**src/rtl/mem_port_arbiter_pkg.sv**
```systemverilog
// Shared constants for the unified-memory arbiter: FSM encodings, owner codes,
// fairness counter width and the memory opcodes shared with the control unit.
package mem_port_arbiter_pkg;

  localparam logic [1:0] ST_IDLE   = 2'd0;
  localparam logic [1:0] ST_ACCESS = 2'd1;
  localparam logic [1:0] ST_RESP   = 2'd2;

  localparam logic OWN_CPU = 1'b0;
  localparam logic OWN_DBG = 1'b1;

  // Holds STARVE_MAX up to 15.
  localparam int unsigned FAIR_W = 4;

  localparam logic [5:0] OP_LW = 6'b100011;
  localparam logic [5:0] OP_SW = 6'b101011;

endpackage

```
**src/rtl/mem_port_arbiter_if.sv**
```systemverilog
// Requester port (CPU or debug loader) and single-port memory bus bundles.
interface mem_port_arbiter_if #(
  parameter int unsigned ADDR_W = 8,
  parameter int unsigned DATA_W = 8
);
  logic              req;
  logic              we;
  logic [ADDR_W-1:0] addr;
  logic [DATA_W-1:0] wdata;
  logic              ack;
  logic [DATA_W-1:0] rdata;

  modport master (output req, we, addr, wdata, input ack, rdata);
  modport slave  (input req, we, addr, wdata, output ack, rdata);
endinterface

interface mem_port_arbiter_mem_if #(
  parameter int unsigned ADDR_W = 8,
  parameter int unsigned DATA_W = 8
);
  logic              en;
  logic              we;
  logic [ADDR_W-1:0] addr;
  logic [DATA_W-1:0] wdata;
  logic [DATA_W-1:0] rdata;
  logic              ready;

  modport master (output en, we, addr, wdata, input rdata, ready);
  modport slave  (input en, we, addr, wdata, output rdata, ready);
endinterface

```
**src/rtl/mem_port_arbiter_timer.sv**
```systemverilog
// ACCESS-phase watchdog: counts enabled cycles and flags the last allowed one.
module mem_access_timer #(
  parameter int unsigned TIMEOUT = 15
) (
  input  logic clk,
  input  logic reset,
  input  logic clr,
  input  logic en,
  output logic expire_c
);
  localparam int unsigned CNT_W = (TIMEOUT > 1) ? $clog2(TIMEOUT) : 1;

  logic [CNT_W-1:0] cnt;

  // Count value equals completed ACCESS cycles, so expiry marks the TIMEOUT-th cycle.
  assign expire_c = (cnt == CNT_W'(TIMEOUT - 1));

  always_ff @(posedge clk or negedge reset) begin
    if (!reset)                cnt <= '0;
    else if (clr)              cnt <= '0;
    else if (en && !expire_c)  cnt <= cnt + CNT_W'(1);
  end
endmodule

```
**src/rtl/mem_port_arbiter.sv**
```systemverilog
// Arbitrates the shared instruction/data memory between CPU and debug loader:
// CPU priority with bounded debug starvation, req/ack sequencing, ready timeout.
module mem_port_arbiter
  import mem_port_arbiter_pkg::*;
#(
  parameter int unsigned ADDR_W     = 8,
  parameter int unsigned DATA_W     = 8,
  parameter int unsigned STARVE_MAX = 4,
  parameter int unsigned TIMEOUT    = 15
) (
  input  logic                    clk,
  input  logic                    reset,
  mem_port_arbiter_if.slave       cpu,
  mem_port_arbiter_if.slave       dbg,
  mem_port_arbiter_mem_if.master  mem,
  output logic                    bus_err,
  output logic                    owner,
  output logic                    busy
);
  logic [1:0]        state, state_d;
  logic [FAIR_W-1:0] fair_cnt, fair_d;
  logic              owner_d, busy_d, err_d, grant_dbg_c;
  logic              mem_en_q, mem_we_q, en_d, we_d;
  logic [ADDR_W-1:0] mem_addr_q, addr_d;
  logic [DATA_W-1:0] mem_wdata_q, wdata_d, rdata_c;
  logic              cpu_ack_q, dbg_ack_q, cpu_ack_d, dbg_ack_d;
  logic [DATA_W-1:0] cpu_rdata_q, dbg_rdata_q, cpu_rdata_d, dbg_rdata_d;
  logic              tmr_clr_c, tmr_en_c, tmr_expire_c;

  mem_access_timer #(.TIMEOUT(TIMEOUT)) u_timer (
    .clk      (clk),
    .reset    (reset),
    .clr      (tmr_clr_c),
    .en       (tmr_en_c),
    .expire_c (tmr_expire_c)
  );

  assign mem.en    = mem_en_q;
  assign mem.we    = mem_we_q;
  assign mem.addr  = mem_addr_q;
  assign mem.wdata = mem_wdata_q;
  assign cpu.ack   = cpu_ack_q;
  assign cpu.rdata = cpu_rdata_q;
  assign dbg.ack   = dbg_ack_q;
  assign dbg.rdata = dbg_rdata_q;

  // The mem_* registers double as the latched command of the granted requester.
  always_comb begin
    state_d     = state;
    owner_d     = owner;
    fair_d      = fair_cnt;
    grant_dbg_c = 1'b0;
    en_d        = 1'b0;
    we_d        = 1'b0;
    addr_d      = '0;
    wdata_d     = '0;
    rdata_c     = '0;
    cpu_ack_d   = 1'b0;
    cpu_rdata_d = '0;
    dbg_ack_d   = 1'b0;
    dbg_rdata_d = '0;
    err_d       = 1'b0;
    busy_d      = 1'b0;
    tmr_clr_c   = 1'b1;
    tmr_en_c    = 1'b0;
    case (state)
      ST_IDLE: begin
        if (!dbg.req) fair_d = '0;
        if (cpu.req || dbg.req) begin
          grant_dbg_c = dbg.req && (!cpu.req || fair_cnt == FAIR_W'(STARVE_MAX));
          owner_d     = grant_dbg_c ? OWN_DBG : OWN_CPU;
          if (grant_dbg_c)
            fair_d = '0;
          else if (dbg.req && fair_cnt != FAIR_W'(STARVE_MAX))
            fair_d = fair_cnt + FAIR_W'(1);
          en_d    = 1'b1;
          we_d    = grant_dbg_c ? dbg.we    : cpu.we;
          addr_d  = grant_dbg_c ? dbg.addr  : cpu.addr;
          wdata_d = grant_dbg_c ? dbg.wdata : cpu.wdata;
          busy_d  = 1'b1;
          state_d = ST_ACCESS;
        end
      end
      ST_ACCESS: begin
        tmr_clr_c = 1'b0;
        tmr_en_c  = 1'b1;
        busy_d    = 1'b1;
        // Ready takes precedence over a coincident timeout.
        if (mem.ready || tmr_expire_c) begin
          rdata_c     = (mem.ready && !mem_we_q) ? mem.rdata : '0;
          cpu_ack_d   = (owner == OWN_CPU);
          dbg_ack_d   = (owner == OWN_DBG);
          cpu_rdata_d = (owner == OWN_CPU) ? rdata_c : '0;
          dbg_rdata_d = (owner == OWN_DBG) ? rdata_c : '0;
          err_d       = !mem.ready;
          state_d     = ST_RESP;
        end else begin
          en_d    = 1'b1;
          we_d    = mem_we_q;
          addr_d  = mem_addr_q;
          wdata_d = mem_wdata_q;
        end
      end
      ST_RESP: state_d = ST_IDLE;
      default: state_d = ST_IDLE;
    endcase
  end

  always_ff @(posedge clk or negedge reset) begin
    if (!reset) begin
      state       <= ST_IDLE;
      fair_cnt    <= '0;
      owner       <= OWN_CPU;
      busy        <= 1'b0;
      bus_err     <= 1'b0;
      mem_en_q    <= 1'b0;
      mem_we_q    <= 1'b0;
      mem_addr_q  <= '0;
      mem_wdata_q <= '0;
      cpu_ack_q   <= 1'b0;
      cpu_rdata_q <= '0;
      dbg_ack_q   <= 1'b0;
      dbg_rdata_q <= '0;
    end else begin
      state       <= state_d;
      fair_cnt    <= fair_d;
      owner       <= owner_d;
      busy        <= busy_d;
      bus_err     <= err_d;
      mem_en_q    <= en_d;
      mem_we_q    <= we_d;
      mem_addr_q  <= addr_d;
      mem_wdata_q <= wdata_d;
      cpu_ack_q   <= cpu_ack_d;
      cpu_rdata_q <= cpu_rdata_d;
      dbg_ack_q   <= dbg_ack_d;
      dbg_rdata_q <= dbg_rdata_d;
    end
  end
endmodule

```
**src/flat_wrapper.sv**
```systemverilog
// flat-port wrapper written by rule: the top's interface ports become plain ports
module mem_port_arbiter_flat import mem_port_arbiter_pkg::*;
#(
  parameter int unsigned ADDR_W     = 8,
  parameter int unsigned DATA_W     = 8,
  parameter int unsigned STARVE_MAX = 4,
  parameter int unsigned TIMEOUT    = 15
)
  (clk, reset, bus_err, owner, busy, cpu_req, cpu_we, cpu_addr, cpu_wdata, cpu_ack, cpu_rdata, dbg_req, dbg_we, dbg_addr, dbg_wdata, dbg_ack, dbg_rdata, mem_en, mem_we, mem_addr, mem_wdata, mem_rdata, mem_ready);
  mem_port_arbiter_if #(.ADDR_W(ADDR_W), .DATA_W(DATA_W)) cpu_i ();
  mem_port_arbiter_if #(.ADDR_W(ADDR_W), .DATA_W(DATA_W)) dbg_i ();
  mem_port_arbiter_mem_if #(.ADDR_W(ADDR_W), .DATA_W(DATA_W)) mem_i ();
  input  logic clk;
  input  logic reset;
  output logic bus_err;
  output logic owner;
  output logic busy;
  input wire logic [$bits(cpu_i.req)-1:0] cpu_req;
  input wire logic [$bits(cpu_i.we)-1:0] cpu_we;
  input wire logic [$bits(cpu_i.addr)-1:0] cpu_addr;
  input wire logic [$bits(cpu_i.wdata)-1:0] cpu_wdata;
  output wire logic [$bits(cpu_i.ack)-1:0] cpu_ack;
  output wire logic [$bits(cpu_i.rdata)-1:0] cpu_rdata;
  input wire logic [$bits(dbg_i.req)-1:0] dbg_req;
  input wire logic [$bits(dbg_i.we)-1:0] dbg_we;
  input wire logic [$bits(dbg_i.addr)-1:0] dbg_addr;
  input wire logic [$bits(dbg_i.wdata)-1:0] dbg_wdata;
  output wire logic [$bits(dbg_i.ack)-1:0] dbg_ack;
  output wire logic [$bits(dbg_i.rdata)-1:0] dbg_rdata;
  output wire logic [$bits(mem_i.en)-1:0] mem_en;
  output wire logic [$bits(mem_i.we)-1:0] mem_we;
  output wire logic [$bits(mem_i.addr)-1:0] mem_addr;
  output wire logic [$bits(mem_i.wdata)-1:0] mem_wdata;
  input wire logic [$bits(mem_i.rdata)-1:0] mem_rdata;
  input wire logic [$bits(mem_i.ready)-1:0] mem_ready;
  assign cpu_i.req = cpu_req;
  assign cpu_i.we = cpu_we;
  assign cpu_i.addr = cpu_addr;
  assign cpu_i.wdata = cpu_wdata;
  assign cpu_ack = cpu_i.ack;
  assign cpu_rdata = cpu_i.rdata;
  assign dbg_i.req = dbg_req;
  assign dbg_i.we = dbg_we;
  assign dbg_i.addr = dbg_addr;
  assign dbg_i.wdata = dbg_wdata;
  assign dbg_ack = dbg_i.ack;
  assign dbg_rdata = dbg_i.rdata;
  assign mem_en = mem_i.en;
  assign mem_we = mem_i.we;
  assign mem_addr = mem_i.addr;
  assign mem_wdata = mem_i.wdata;
  assign mem_i.rdata = mem_rdata;
  assign mem_i.ready = mem_ready;
  mem_port_arbiter #(.ADDR_W(ADDR_W), .DATA_W(DATA_W), .STARVE_MAX(STARVE_MAX), .TIMEOUT(TIMEOUT)) u_core (.clk(clk), .reset(reset), .cpu(cpu_i), .dbg(dbg_i), .mem(mem_i), .bus_err(bus_err), .owner(owner), .busy(busy));
endmodule
```
**config.mk**
```make
export PLATFORM = sky130hd
export DESIGN_NAME = mem_port_arbiter_flat
export DESIGN_NICKNAME = d
export VERILOG_FILES = /design/src/rtl/mem_port_arbiter_pkg.sv /design/src/rtl/mem_port_arbiter_if.sv /design/src/rtl/mem_port_arbiter_timer.sv /design/src/rtl/mem_port_arbiter.sv /design/src/flat_wrapper.sv
export SDC_FILE = /design/constraint.sdc
export NUM_CORES = 1
export LEC_CHECK = 0
export BUFFER_PORTS_ARGS = -buffer_cell sky130_fd_sc_hd__buf_2
export CAP_MARGIN = 20
export CELL_PAD_IN_SITES_DETAIL_PLACEMENT = 0
export CELL_PAD_IN_SITES_GLOBAL_PLACEMENT = 1
export CORE_MARGIN = 2
export CORE_UTILIZATION = 25
export DETAILED_ROUTE_END_ITERATION = 12
export HOLD_SLACK_MARGIN = 0.05
export PLACE_DENSITY = 0.57
export SYNTH_ARGS = -nofsm -noshare
export SYNTH_HDL_FRONTEND = slang
export SYNTH_SLANG_ARGS = --single-unit
```
**constraint.sdc**
```tcl
create_clock -name clk -period 2.7 [get_ports clk]
set_input_delay 0.54 -clock clk [delete_from_list [all_inputs] [get_ports clk]]
set_output_delay 0.54 -clock clk [all_outputs]
set_load 0.05 [all_outputs]
```
# Word level (Yosys, flattened, before mapping)
# Index checks and enable logic that the tools add are counted.
# totals
wordCells,77
register_bits,49
out_inout_bits,39
in_bits,47
# op_classes
n_eq_ne,7
n_reduce_logical,14
n_bitwise,1
n_mux,39
n_addsub,2
# ops
cell,count
8-bit two-way mux,12
8-bit one-hot mux with 2 select lines,2
4-bit two-way mux,6
1-bit two-way mux,13
"4-bit by 1-bit adder with 4-bit output, second input constant",2
1-bit one-hot mux with 2 select lines,3
"4-bit by 3-bit == test with 1-bit output, second input constant",1
"4-bit == test, second input constant",1
1-bit logical AND,4
1-bit zero test,4
2-bit two-way mux,2
"2-bit by 1-bit != test with 1-bit output, second input constant",2
"4-bit by 3-bit != test with 1-bit output, second input constant",1
2-bit one-hot mux with 2 select lines,1
2-bit AND reduction,2
1-bit logical OR,3
"2-bit by 1-bit == test with 1-bit output, second input constant",1
2-bit zero test,1
"2-bit != test, second input constant",1
1-bit NOT,1

# Logic depth before layout (Yosys ltp)
# logic_depth
ltp_word,6
depth_mapped,7
depth_no_buf,5

# By module
# Synthesis repeated with hierarchy kept, for this count alone.
# hier_totals
cells_unflattened,246
area_unflattened_um2,2573.7
# modules_own_cells
mod,instances,seq_area_each_um2,area_each_um2,cells_per_inst
mem_port_arbiter,1,1126.1,2352.3,222
mem_access_timer,1,100.1,221.5,24

# Worst setup path before layout
# No wires, ideal clock.
# synth_timing
kind,register -> register
startpoint,register u_core.fair_cnt[0]
endpoint,"register u_core.mem_addr_q[7], in the netlist u_core.mem.addr[7]"
arrival_time_ps,1445
setup_time_ps,142
path_slack_ps,1113
period_less_slack_ps,1587
stages_incl_launch_ff,8
cell_sequence,dfrtp_1 -> inv_1 -> ha_1 -> and4b_1 -> buf_6 -> buf_8 -> a221oi_2 -> o221ai_1
# synth_between
elab_chain_cells,6
# synth_lines
element,line_no,text
"start, declared",mem_port_arbiter.sv:21,"logic [FAIR_W-1:0] fair_cnt, fair_d;"
"start signal, assigned",mem_port_arbiter.sv:126,fair_cnt <= fair_d;
4-bit by 3-bit == test with 1-bit output,mem_port_arbiter.sv:70,grant_dbg_c = dbg.req && (!cpu.req || fair_cnt == FAIR_W'(STARVE_MAX));
1-bit logical OR,mem_port_arbiter.sv:70,
1-bit logical AND,mem_port_arbiter.sv:70,
8-bit two-way mux,mem_port_arbiter.sv:78,addr_d = grant_dbg_c ? dbg.addr : cpu.addr;
8-bit two-way mux,mem_port_arbiter.sv:69,if (cpu.req || dbg.req) begin
8-bit one-hot mux with 2 select lines,mem_port_arbiter.sv:66,case (state)
"end signal, assigned",mem_port_arbiter.sv:132,mem_addr_q <= addr_d;
"end, declared",mem_port_arbiter.sv:24,"logic [ADDR_W-1:0] mem_addr_q, addr_d;"
# Every way passes these cells.
# A chain may end at the register's enable or synchronous reset.

# Final worst setup path
# layout_timing
startpoint,register u_core.fair_cnt[1]
endpoint,"register u_core.mem_we_q, in the netlist u_core.mem.we"
# layout_between
elab_chain_cells,6
# layout_lines
element,line_no,text
4-bit by 3-bit == test with 1-bit output,mem_port_arbiter.sv:70,
1-bit logical OR,mem_port_arbiter.sv:70,
1-bit logical AND,mem_port_arbiter.sv:70,
1-bit two-way mux,mem_port_arbiter.sv:77,we_d = grant_dbg_c ? dbg.we : cpu.we;
1-bit two-way mux,mem_port_arbiter.sv:69,
1-bit one-hot mux with 2 select lines,mem_port_arbiter.sv:66,
"end signal, assigned",mem_port_arbiter.sv:131,mem_we_q <= we_d;
"end, declared",mem_port_arbiter.sv:23,"logic mem_en_q, mem_we_q, en_d, we_d;"
# Every way passes these cells.

==> flow_summary.rst <==
.. list-table::
   :header-rows: 1

   * - Metric
     - Value
   * - Hold/Removal Path Class
     - input port to async pin
   * - Longest individual stage delay on the worst path
     - 0.83 ns
   * - Category of cells accounting for the largest share of critical-path delay
     - simple AND/OR/NAND/NOR gates
   * - Setup-failing EPs final
     - 0
   * - Instance count of the mapped netlist
     - 224
   * - Post-cts repair resize count
     - 0
   * - Cell types with the highest counts after synthesis
     - dfrtp_1, inv_1, nand3_1, and2_1
   * - Hold slack
     - 0.267 ns
   * - I/O pins
     - 86
   * - Async SR Flop Fraction
     - 100%
   * - Source-to-sink clock delay at the later pin of the worst-skew pair
     - 0.31 ns
   * - # port buffers
     - 85
   * - Maximum level of the CTS H-tree
     - 2
   * - Cell area after technology mapping
     - 2430 µm²
   * - Worst Setup Start Kind
     - flop
   * - Buf/Inv on CP
     - 1
   * - Worst setup startpoint
     - u_core.fair_cnt[1]
   * - Area of the core
     - about 9600 µm²
   * - RR Startpoint
     - u_core.fair_cnt[1]
   * - Setup repair after global routing missed its margin
     - no
   * - Count of hold buffers inserted by post-cts repair
     - 0
   * - Y dimension of the die
     - 103 µm
   * - Number of flip-flops and latches in the synthesized netlist
     - 49
   * - Post-route DRC violation count
     - 0
   * - Horiz. Die Dim
     - roughly 100 µm
   * - Final Max Slew Viols
     - 0
   * - Status
     - finished, final reports clean
   * - Fillcell total
     - 1028
   * - Fin nets
     - around 360
   * - Total number of vias
     - between 2k and 2.5k
   * - Full die area
     - about 11000 µm²
   * - CP cell instances
     - inv_1, ha_1, and4b_1, a221oi_1, o221ai_1
   * - Number of max-capacitance violations reported
     - 0
   * - Routability cong.
     - 0.722
   * - Portion of the post-synthesis area used by sequential elements
     - 50.4%
   * - Slowest stage cell, crit path
     - and4b_1
   * - Detail-routed net length per standard cell
     - about 15 µm
   * - Post-place instance area
     - 2980 µm²
   * - Global-route wire length before repair
     - 10.9 mm
   * - Worst Setup Path Type
     - flop to flop
   * - Half-perimeter wire length after detailed placement
     - roughly 4.5 mm
   * - TritonCTS clock tree
     - done
   * - Power density over cell area
     - 906 nW/µm²
   * - First-iteration detailed-routing DRC count
     - 68
   * - Number of optimization iterations in the first detailed-route pass
     - 5
   * - Buffer cell driving the clock tree root
     - clkbuf_8
   * - Maximum achievable frequency
     - 0.485 GHz
   * - Total Routing Usage GR
     - 13.5%
   * - Library cells used by synthesis
     - 37
   * - Pin count of the biggest net entering global routing
     - 27
   * - Dominant cell by count in the synthesized netlist
     - dfrtp_1
   * - Starting density of the core
     - about 25%
   * - Num CTS Buffers
     - 5
   * - Final setup slack of the worst path
     - 0.637 ns
   * - Summed negative setup slack over all endpoints
     - 0 ns
   * - Post-route clock skew
     - 0.0120 ns
   * - Share of layout cells above drive strength 1
     - 36.6%
   * - Longest Clk Path Bufs
     - 2
   * - Number of enable-type register cells in the synthesized netlist
     - 0
   * - Post-synth net total
     - 275
   * - Worst EP required
     - 2.92 ns
   * - Residual overflow from global routing
     - 0
   * - Via count of the first global-routing pass
     - 2053
   * - Worst-Margin Slew
     - between 0.9 and 1 ns
   * - Layout overhead on the synthesized area
     - 26.2%
   * - Clock transition at the registers of the reported paths
     - 0.10 ns
   * - Antenna violations before repair
     - 0
   * - TritonCTS Sinks
     - 49
   * - R2R Setup Slk
     - 0.64 ns
   * - Post-detailed-routing wire length
     - 6.71 mm
   * - Antenna diodes
     - 0
   * - Share of the synthesized area in the top cell type
     - 50.4%
   * - Dominant cell type by area after synthesis
     - dfrtp_1
   * - Highest fanout seen on the critical path
     - 18
   * - Total number of yosys warnings
     - 0
   * - Peak supply drop
     - 0.000323 V
   * - Post-route standard cell area excluding fillers
     - 3070 µm²
   * - Standard-cell rows
     - 36
   * - Tightest slew margin relative to the limit
     - 36.3%
   * - Placement Setup Slack
     - 0.466 ns
   * - Critical path capture point type
     - flop
   * - Final period util
     - between 70% and 80%
   * - Crit path time final
     - 2.06 ns
   * - Top cells by area, synth
     - dfrtp_1, and3b_1, o221ai_1
   * - Post-CTS Repair Setup Buffers
     - 0
   * - Number of routed nets with antenna violations
     - 0
   * - Count of final hold-check violations
     - 0
   * - Per-instance average area after synthesis
     - 10.9 µm²
   * - Signal arrival time at the worst endpoint
     - 2.28 ns
   * - P_leak
     - ~0.0016 µW
   * - Routed via count divided by cell count
     - around 4.6
   * - Primary flip-flop cell chosen by synthesis mapping
     - dfrtp_1
cell families after synthesis:
| group | synth area share [%] |
|---|---|
| DFF | 50.4 |
| AOI/OAI and AO/OA | 17.6 |
| adders and majority gates | 2.06 |
| and+or+nand+nor | 22.1 |
| xor gates and xnor gates | 0.720 |
| buffers and inverters | 7.09 |
area by class of cell:
cell class / instances / area (µm²) / area share (%)
Multi-Input combinational cell: 137 / 1040 / 33.8
Sequential cell: 49 / 1230 / 39.9
Clock inverter: 3 / 17.5 / 0.570
Timing Repair Buffer: 89 / 468 / 15.2
Tap cell: 133 / 166 / 5.42
Clock buffer: 5 / 68.8 / 2.24
Inverter: 23 / 86.3 / 2.81
where the power goes:
| part | internal (µW) | switching (µW) | total, µW | leakage, µW |
|---|---|---|---|---|
| registers | 927 | 133 | 1060 | 0.000651 |
| logic | 313 | 970 | 1280 | 0.000891 |
| clock network | 180 | 259 | 438 | 0.0000439 |
cell usage in the layout (no fill, tap or decap), drive strengths merged, types with 2 or more instances in the layout:
cell,instances
buf,89
and3b,17
inv,23
nor2,6
ha,4
dfrtp,49
clkbuf,5
nor4,2
clkinv,2
nand2,8
and2,19
o221ai,17
a21oi,4
nor3,3
nor3b,2
nand3,22
a221oi,17
o21ai,2
routing by layer:
metal / up-vias / wire, µm / GRT usage (%)
li1: 983 / - / -
met3: 6 / 446 / 3.19
met4: 0 / 68 / 3.38
met5: - / 0 / 0
met1: 975 / 3090 / 17.3
met2: 70 / 3100 / 22.9
per-stage QoR:
stage	power (µW)	std cells	utilization [%]
after global routing	2960	439	32.0
after CTS	2830	439	32.0
after global placement	2370	431	31.1
final	2780	439	32.0
after detailed placement	2380	431	31.1
after floorplan	2010	224	-
worst paths after layout:
kind	endpoint	depth (start not counted)
min reg2reg	u_core.mem.addr[2]	2
min	u_core.mem.wdata[4]	1
max reg2reg	u_core.mem.we	5
max	u_core.mem.we	5
max in group asynchronous	u_core.dbg.rdata[4]	2
min in group clk	u_core.cpu.rdata[5]	2
registers in the layout, summed over array words and instances, names as in the netlist:
register / count
u_core.cpu.rdata: 8
u_core.owner: 1
u_core.mem.addr: 8
u_core.busy: 1
u_core.mem.en: 1
u_core.dbg.rdata: 8
u_core.u_timer.cnt: 4
u_core.mem.we: 1
u_core.dbg.ack: 1
u_core.fair_cnt: 4
u_core.state: 2
u_core.mem.wdata: 8
u_core.cpu.ack: 1
u_core.bus_err: 1
(Power assumes the default switching activity.)
